--- src/rtl/approx_pkg.sv ---
// Shared types and helpers for the approximate adder pipeline.
package approx_pkg;

  typedef enum logic [1:0] {
    MODE_EXACT = 2'd0,
    MODE_LOA   = 2'd1,
    MODE_TRUNC = 2'd2,
    MODE_RSVD  = 2'd3
  } mode_e;

  // Wide enough for any practical WIDTH+1 result; callers slice the low bits.
  localparam int ABS_W = 64;

  function automatic logic [ABS_W-1:0] abs_diff(input logic [ABS_W-1:0] x,
                                                input logic [ABS_W-1:0] y);
    return (x > y) ? (x - y) : (y - x);
  endfunction

endpackage

--- src/rtl/approx_add_core.sv ---
// Combinational WIDTH-bit adder with exact / lower-part-OR / lower-part-truncate modes.
// The APPROX_LSB low bits are approximated; the upper part adds with carry-in 0.
module approx_add_core
  import approx_pkg::*;
#(
  parameter int WIDTH      = 2,
  parameter int APPROX_LSB = 1
) (
  input  logic [WIDTH-1:0] i_a,
  input  logic [WIDTH-1:0] i_b,
  input  mode_e            i_mode,
  output logic [WIDTH:0]   o_sum
);

  logic [WIDTH:0] w_exact;
  assign w_exact = {1'b0, i_a} + {1'b0, i_b};

  generate
    if (WIDTH < 1 || APPROX_LSB < 0 || APPROX_LSB > WIDTH) begin : g_bad_param
      $error("approx_add_core: WIDTH must be >= 1 and APPROX_LSB in 0..WIDTH");
    end

    if (APPROX_LSB == 0) begin : g_exact_only
      logic w_unused_mode;
      assign w_unused_mode = ^i_mode;
      assign o_sum         = w_exact;
    end else begin : g_approx
      localparam int L = APPROX_LSB;
      logic [L-1:0]     w_lo_or;
      logic [WIDTH-L:0] w_hi;

      assign w_lo_or = i_a[L-1:0] | i_b[L-1:0];

      if (L == WIDTH) begin : g_no_upper
        assign w_hi = '0;
      end else begin : g_upper
        assign w_hi = {1'b0, i_a[WIDTH-1:L]} + {1'b0, i_b[WIDTH-1:L]};
      end

      // Reserved mode falls through to exact.
      always_comb begin
        case (i_mode)
          MODE_LOA:   o_sum = {w_hi, w_lo_or};
          MODE_TRUNC: o_sum = {w_hi, {L{1'b0}}};
          default:    o_sum = w_exact;
        endcase
      end
    end
  endgenerate

endmodule

--- src/rtl/approx_adder_pipe.sv ---
// Two-stage valid/ready approximate adder, 2-cycle latency, result held while out_ready is low.
// Error monitor (out_err, err_cnt, err_max) is built only with APPROX_ADDER_PIPE_ERR_MON_EN.
module approx_adder_pipe
  import approx_pkg::*;
#(
  parameter int WIDTH      = 2,
  parameter int APPROX_LSB = 1,
  parameter int ET         = 4,
  parameter int CNT_W      = 16
) (
  input  logic             clk,
  input  logic             rst,
  input  logic             in_valid,
  output logic             in_ready,
  input  logic [WIDTH-1:0] in_a,
  input  logic [WIDTH-1:0] in_b,
  input  logic [1:0]       in_mode,
  output logic             out_valid,
  input  logic             out_ready,
  output logic [WIDTH:0]   out_sum,
  output logic [WIDTH:0]   out_err,
  input  logic             stat_clr,
  output logic [CNT_W-1:0] err_cnt,
  output logic [WIDTH:0]   err_max
);

  logic             r_s1_vld;
  logic             r_s2_vld;
  logic [WIDTH-1:0] r_s1_a;
  logic [WIDTH-1:0] r_s1_b;
  mode_e            r_s1_mode;
  logic [WIDTH:0]   r_sum;
  logic [WIDTH:0]   w_approx;
  logic             w_s1_adv;
  logic             w_s2_adv;
  logic             w_s2_load;

  assign w_s2_adv  = !r_s2_vld || out_ready;
  assign w_s1_adv  = !r_s1_vld || w_s2_adv;
  assign w_s2_load = w_s2_adv && r_s1_vld;
  assign in_ready  = w_s1_adv;
  assign out_valid = r_s2_vld;
  assign out_sum   = r_sum;

  always_ff @(posedge clk or posedge rst) begin
    if (rst) begin
      r_s1_vld  <= 1'b0;
      r_s1_a    <= '0;
      r_s1_b    <= '0;
      r_s1_mode <= MODE_EXACT;
    end else if (w_s1_adv) begin
      r_s1_vld <= in_valid;
      if (in_valid) begin
        r_s1_a    <= in_a;
        r_s1_b    <= in_b;
        r_s1_mode <= mode_e'(in_mode);
      end
    end
  end

  approx_add_core #(.WIDTH(WIDTH), .APPROX_LSB(APPROX_LSB)) u_approx (
    .i_a    (r_s1_a),
    .i_b    (r_s1_b),
    .i_mode (r_s1_mode),
    .o_sum  (w_approx)
  );

  always_ff @(posedge clk or posedge rst) begin
    if (rst) begin
      r_s2_vld <= 1'b0;
      r_sum    <= '0;
    end else if (w_s2_adv) begin
      r_s2_vld <= r_s1_vld;
      if (r_s1_vld) r_sum <= w_approx;
    end
  end

`ifdef APPROX_ADDER_PIPE_ERR_MON_EN
  logic [WIDTH:0]   w_exact;
  logic [ABS_W-1:0] w_diff;
  logic             w_evt;
  logic [WIDTH:0]   r_err;
  logic [WIDTH:0]   r_max;
  logic [CNT_W-1:0] r_cnt;

  approx_add_core #(.WIDTH(WIDTH), .APPROX_LSB(APPROX_LSB)) u_exact (
    .i_a    (r_s1_a),
    .i_b    (r_s1_b),
    .i_mode (MODE_EXACT),
    .o_sum  (w_exact)
  );

  assign w_diff = abs_diff(ABS_W'(w_exact), ABS_W'(w_approx));
  assign w_evt  = w_diff > ABS_W'(ET);

  always_ff @(posedge clk or posedge rst) begin
    if (rst) begin
      r_err <= '0;
    end else if (w_s2_load) begin
      r_err <= w_diff[WIDTH:0];
    end
  end

  // Statistics follow S2 loads, so a stalled result is never recounted; clear wins.
  always_ff @(posedge clk or posedge rst) begin
    if (rst) begin
      r_cnt <= '0;
      r_max <= '0;
    end else if (stat_clr) begin
      r_cnt <= '0;
      r_max <= '0;
    end else if (w_s2_load) begin
      if (w_evt && (r_cnt != '1)) r_cnt <= r_cnt + CNT_W'(1);
      if (w_diff[WIDTH:0] > r_max) r_max <= w_diff[WIDTH:0];
    end
  end

  assign out_err = r_err;
  assign err_cnt = r_cnt;
  assign err_max = r_max;
`else
  logic w_unused_clr;
  assign w_unused_clr = stat_clr;
  assign out_err      = '0;
  assign err_cnt      = '0;
  assign err_max      = '0;
`endif

endmodule
--- config.mk ---
export PLATFORM = sky130hd
export DESIGN_NAME = approx_adder_pipe
export DESIGN_NICKNAME = d
export VERILOG_FILES = /design/src/rtl/approx_pkg.sv /design/src/rtl/approx_add_core.sv /design/src/rtl/approx_adder_pipe.sv
export SDC_FILE = /design/constraint.sdc
export NUM_CORES = 1
export LEC_CHECK = 0
export ABC_AREA = 1
export BUFFER_PORTS_ARGS = -buffer_cell sky130_fd_sc_hd__buf_2
export CAP_MARGIN = 20
export CORE_MARGIN = 8
export CORE_UTILIZATION = 40
export CTS_CLUSTER_SIZE = 28
export DETAILED_ROUTE_END_ITERATION = 10
export MAX_ROUTING_LAYER = met4
export PLACE_DENSITY = 0.72
export SKIP_LAST_GASP = 1
export SLEW_MARGIN = 20
export SYNTH_ARGS = -nofsm -noshare
export SYNTH_HDL_FRONTEND = slang
export SYNTH_HIERARCHICAL = 1
export SYNTH_SLANG_ARGS = --single-unit
--- constraint.sdc ---
create_clock -name clk -period 1.6 [get_ports clk]
set_clock_uncertainty 0.2 [all_clocks]
set_input_delay 0.24 -clock clk [delete_from_list [all_inputs] [get_ports clk]]
set_output_delay 0.24 -clock clk [all_outputs]
set_load 0.02 [all_outputs]
Word level (Yosys, flattened, before mapping)
Cells that the tools add are included.
{"block": "word_totals", "reg_bits": 11, "in_bits": 11, "out_inout_bits": 27, "word_cells": 18}
{"block": "op_classes", "n_addsub": 2, "eq_ne": 2, "mux": 1, "bitwise_logic": 1, "n_reduce_logical": 6}
{"cell": "3-bit case mux with 2 select lines", "count": 1}
{"cell": "2-bit AND reduction", "count": 2}
{"cell": "2-bit by 2-bit adder with 3-bit output", "count": 1}
{"cell": "1-bit by 1-bit adder with 2-bit output", "count": 1}
{"cell": "2-bit by 1-bit equality test with 1-bit output (second input constant)", "count": 1}
{"cell": "2-bit equality test (second input constant)", "count": 1}
{"cell": "1-bit zero test", "count": 2}
{"cell": "1-bit logical OR", "count": 2}
{"cell": "1-bit OR", "count": 1}

Longest topological paths before layout
{"block": "depth", "ltp_word": 4, "ltp_mapped": 8}

By module
The synthesis kept the hierarchy.
{"module": "approx_adder_pipe", "n_inst": 1, "cells_per_inst": 69, "area_per_inst_um2": 608.1, "seq_area_each_um2": 275.3}
{"module": "approx_add_core", "n_inst": 1, "cells_per_inst": 33, "area_per_inst_um2": 183.9, "seq_area_each_um2": 0.0}

Worst setup path after synthesis
OpenSTA, ideal clock, no wires.
{"block": "synth_timing", "path_type": "reg-to-reg", "start": "register r_s1_a[0]", "end": "register r_sum[1], in the netlist out_sum[1]", "t_arrival_ps": 1282, "t_required_ps": 1335, "slack_ps": 53, "path_stages_with_launch": 9, "n_path_buf": 0, "synth_period_minus_slack_ps": 1547, "path_cell_list": "dfrtp_1 > ha_1 > inv_1 > fa_1 > inv_1 > nand2_1 > nand2_1 > nand3_1 > nand2_1"}
{"block": "synth_between", "elab_chain_len": 2}
{"item": "start: declaration", "line_no": "approx_adder_pipe.sv:29", "source": "logic [WIDTH-1:0] r_s1_a;"}
{"item": "start signal: assignment", "line_no": "approx_adder_pipe.sv:54", "source": "r_s1_a <= in_a;"}
{"item": "2-bit by 2-bit adder with 3-bit output", "line_no": "approx_add_core.sv:16", "source": "assign w_exact = {1'b0, i_a} + {1'b0, i_b};"}
{"item": "3-bit case mux with 2 select lines", "line_no": "approx_add_core.sv:42", "source": "case (i_mode)"}
{"item": "named net w_approx[1]", "line_no": "approx_adder_pipe.sv:33", "source": "logic [WIDTH:0] w_approx;"}
{"item": "end signal: assignment", "line_no": "approx_adder_pipe.sv:74", "source": "if (r_s1_vld) r_sum <= w_approx;"}
{"item": "end: declaration", "line_no": "approx_adder_pipe.sv:32", "source": "logic [WIDTH:0] r_sum;"}
The timed path passes the listed nets, and every way through them passes these cells.
A chain may end at the register's enable or synchronous reset.

Worst setup path in the final report
{"block": "layout_timing", "start": "register r_s1_b[0]", "end": "register r_sum[1], in the netlist out_sum[1]"}
{"block": "layout_between", "elab_chain_len": 2}
{"item": "start: declaration", "line_no": "approx_adder_pipe.sv:30", "source": "logic [WIDTH-1:0] r_s1_b;"}
{"item": "start signal: assignment", "line_no": "approx_adder_pipe.sv:55", "source": "r_s1_b <= in_b;"}
{"item": "2-bit by 2-bit adder with 3-bit output", "line_no": "approx_add_core.sv:16"}
{"item": "3-bit case mux with 2 select lines", "line_no": "approx_add_core.sv:42"}
{"item": "named net w_approx[1]", "line_no": "approx_adder_pipe.sv:33"}
The timed path passes the listed nets, and every way through them passes these cells.

==> metrics.txt <==
GRT Resource Usage Total=8.74%; most used cell along the critical path=nand2_1; Final Hold Viols=0; final-stage net count=145; combinational power share=38.7%; Seq. cell area=277 sq um; port bufs=14; Ant. Diodes=0; routed via count=583; worst hold path class=in -> reg; delay of the slowest critical-path stage=460 ps; Sequential Power Share=41.0%; mapped cell area=792 sq um; Inserted Clock Buffers=3; WL final=1.40 mm; Final Max Tran Viols=0; worst hold start=in_a[0]; first-pass GRT wire length=2.27 mm; Reg2Reg Capture Point=out_sum[1]; Final GP Congestion=0.752; Avg Cell Area, Syn=7.76 sq um; die width=60.5 microns; CP endpoint kind=flop; R2R cell count=8; share of cells above drive strength 1=18.9%; fmax=634 MHz; total power=0.931 mW; Yosys reg bits=11; Post-Syn Instances=102; initial detailed-routing violation count=31; Detail Placement HPWL=1.14 mm; critical path data arrival time=1540 ps; clk sinks=11; WS Path Type=reg -> reg; CTS tree=yes; final period utilization=98.6%; Pwr Density=1020 nW/um^2; Final min period=1580 ps; placed instance count=144; I/O Pins=38; # rows=16; 1st-pass router iterations=4; Layout Cells excl Fill=154; initial antenna violation count=0; die area=3660 sq um; Pleak=0.557 nW; Switch Pwr=0.370 mW; Distinct cells, synth=11; crit path from=r_s1_b[0]; Final Setup Violations=0; largest net degree at the start of global routing=12; peak supply drop=442 uV; H-tree levels=1; Synth Warn #=6; chip height=60.5 microns; Seq/Total Area, Yosys=34.8%; RSZ-0062 raised after global routing=true; ordered cell list for the critical path=ha_2 > inv_2 > fa_1 > inv_1 > nand2_1 > nand2_1 > nand3_1 > nand2_1; Synth-to-Final Area Change=15.5%; gr ovfl total=0; status=complete, no violations; Initial Util=41.2%; crit path max fanout=2; switching share of total power=39.7%; Antenna Nets Post-Route=0; Cell Int Power=0.561 mW; slowest stage cell, crit path=fa_1; WL per Instance=9.06 microns; CTS clk-pin slew, worst paths=70 ps; # Max-Cap Violations=0; number of global-route vias before repair=543; Fillers=203; clk_lat worst skew=270 ps; core box area=1920 sq um; clock power share=20.3%; Worst Path Required=1570 ps; crit path capture=out_sum[1]; worst r2r src=r_s1_b[0]; reg2reg setup slack=20 ps; vias per cell=3.79; Startpoint Class=flop; clock buffer depth=2; clock root buffer master=clkbuf_4; drt drc=0; area of the multi-input gates=373 sq um
==> what timing repair did <==
item | in CTS | in global routing
gates resized for setup | 0 | 3
setup endpoints to repair | 0 | 2
setup buffers | 0 | 0
hold endpoints to repair | 16 | 0
hold buffers | 6 | 0
==> registers in the layout, summed over array words and instances, names as in the netlist <==
signal / cells
out_sum: 3
r_s1_a: 2
r_s1_b: 2
r_s1_mode: 2
out_valid: 1
r_s1_vld: 1
==> per-layer routing <==
metal	track usage, %	vias to the layer above	part of all wire [%]
met2	13.3	32	44
met5	-	-	0
met4	4.98	0	0
met1	9.23	243	43
li1	-	308	-
met3	4.03	0	13
==> worst min path at each step <==
stage,endpoint,slack (ps),depth (start not counted)
floorplan,out_sum[0],-110,1
global placement,out_valid,40,2
detailed placement,out_sum[0],50,2
CTS,r_s1_a[0],0.09,3
global route,r_s1_a[0],6,3
finish,r_s1_a[0],10,3
==> power groups by stage <==
stage | clock [mW] | combinational [mW] | sequential [mW]
after floorplan | 0 | 0.250 | 0.427
after detailed placement | 0 | 0.349 | 0.386
after CTS | 0.203 | 0.360 | 0.381
after global placement | 0 | 0.342 | 0.382
after global routing | 0.225 | 0.413 | 0.389
final | 0.189 | 0.360 | 0.382
==> final cells by class <==
type | count | share of cell area (%)
multi-input combinational | 74 | 40.8
clock buffer | 4 | 2.87
sequential | 11 | 30.2
inverter | 16 | 6.57
tap | 27 | 3.69
timing repair buffer | 22 | 15.9
==> cell usage after synthesis <==
| library cell | count | area, sq um |
|---|---|---|
| nand2_4 | 1 | 11.3 |
| nand3_1 | 9 | 45.0 |
| buf_4 | 22 | 165 |
| nand3_4 | 1 | 17.5 |
| nor2_1 | 3 | 11.3 |
| fa_1 | 1 | 20.0 |
| ha_1 | 5 | 62.6 |
| inv_1 | 16 | 60.1 |
| conb_1 | 1 | 3.75 |
| dfrtp_1 | 11 | 275 |
| nand2_1 | 32 | 120 |
==> cell usage in the layout (no fill, tap or decap) <==
cell / count
nand2_1: 32
conb_1: 22
inv_1: 15
buf_2: 14
dfrtp_1: 10
nand3_1: 9
dlygate4sd3_1: 6
ha_1: 4
clkbuf_4: 3
nor2_1: 3
buf_4: 2
nand3_4: 1
nand2_4: 1
clkbuf_1: 1
dfrtp_2: 1
inv_2: 1
fa_1: 1
ha_2: 1
==> per-stage QoR <==
stage	TNS, ps	utilization [%]	hold slack [ps]	instance area, sq um	worst slack (ps)
6_report	0	47.6	9.67	915	22.8
2_1_floorplan	0	-	-108	871	52.5
5_1_grt	-103	47.6	6.43	915	-103
3_3_place_gp	0	42.9	37.1	825	31.1
3_5_place_dp	0	42.9	45.5	825	17.2
4_1_cts	0	47.4	0.0947	911	1.31
==> logic make-up (layout without fill, tap and decap cells) <==
| group | count (synthesis) | after routing | share of synthesized area, % |
|---|---|---|---|
| AND/OR/NAND/NOR | 46 | 46 | 25.9 |
| buffers and inverters | 38 | 42 | 28.4 |
| flip-flops | 11 | 11 | 34.8 |
| adder cells (fa/ha/maj) | 6 | 6 | 10.4 |
| other | 1 | 22 | 0.473 |
==> critical path: cells and delay by family (launching register included) <==
kind / cells / cell delay (ps)
flops: 1 / 360
buf+inv: 2 / 70
fa+ha+maj: 2 / 640
simple gates: 4 / 210
Note: power is estimated with default switching activity, not from simulation.
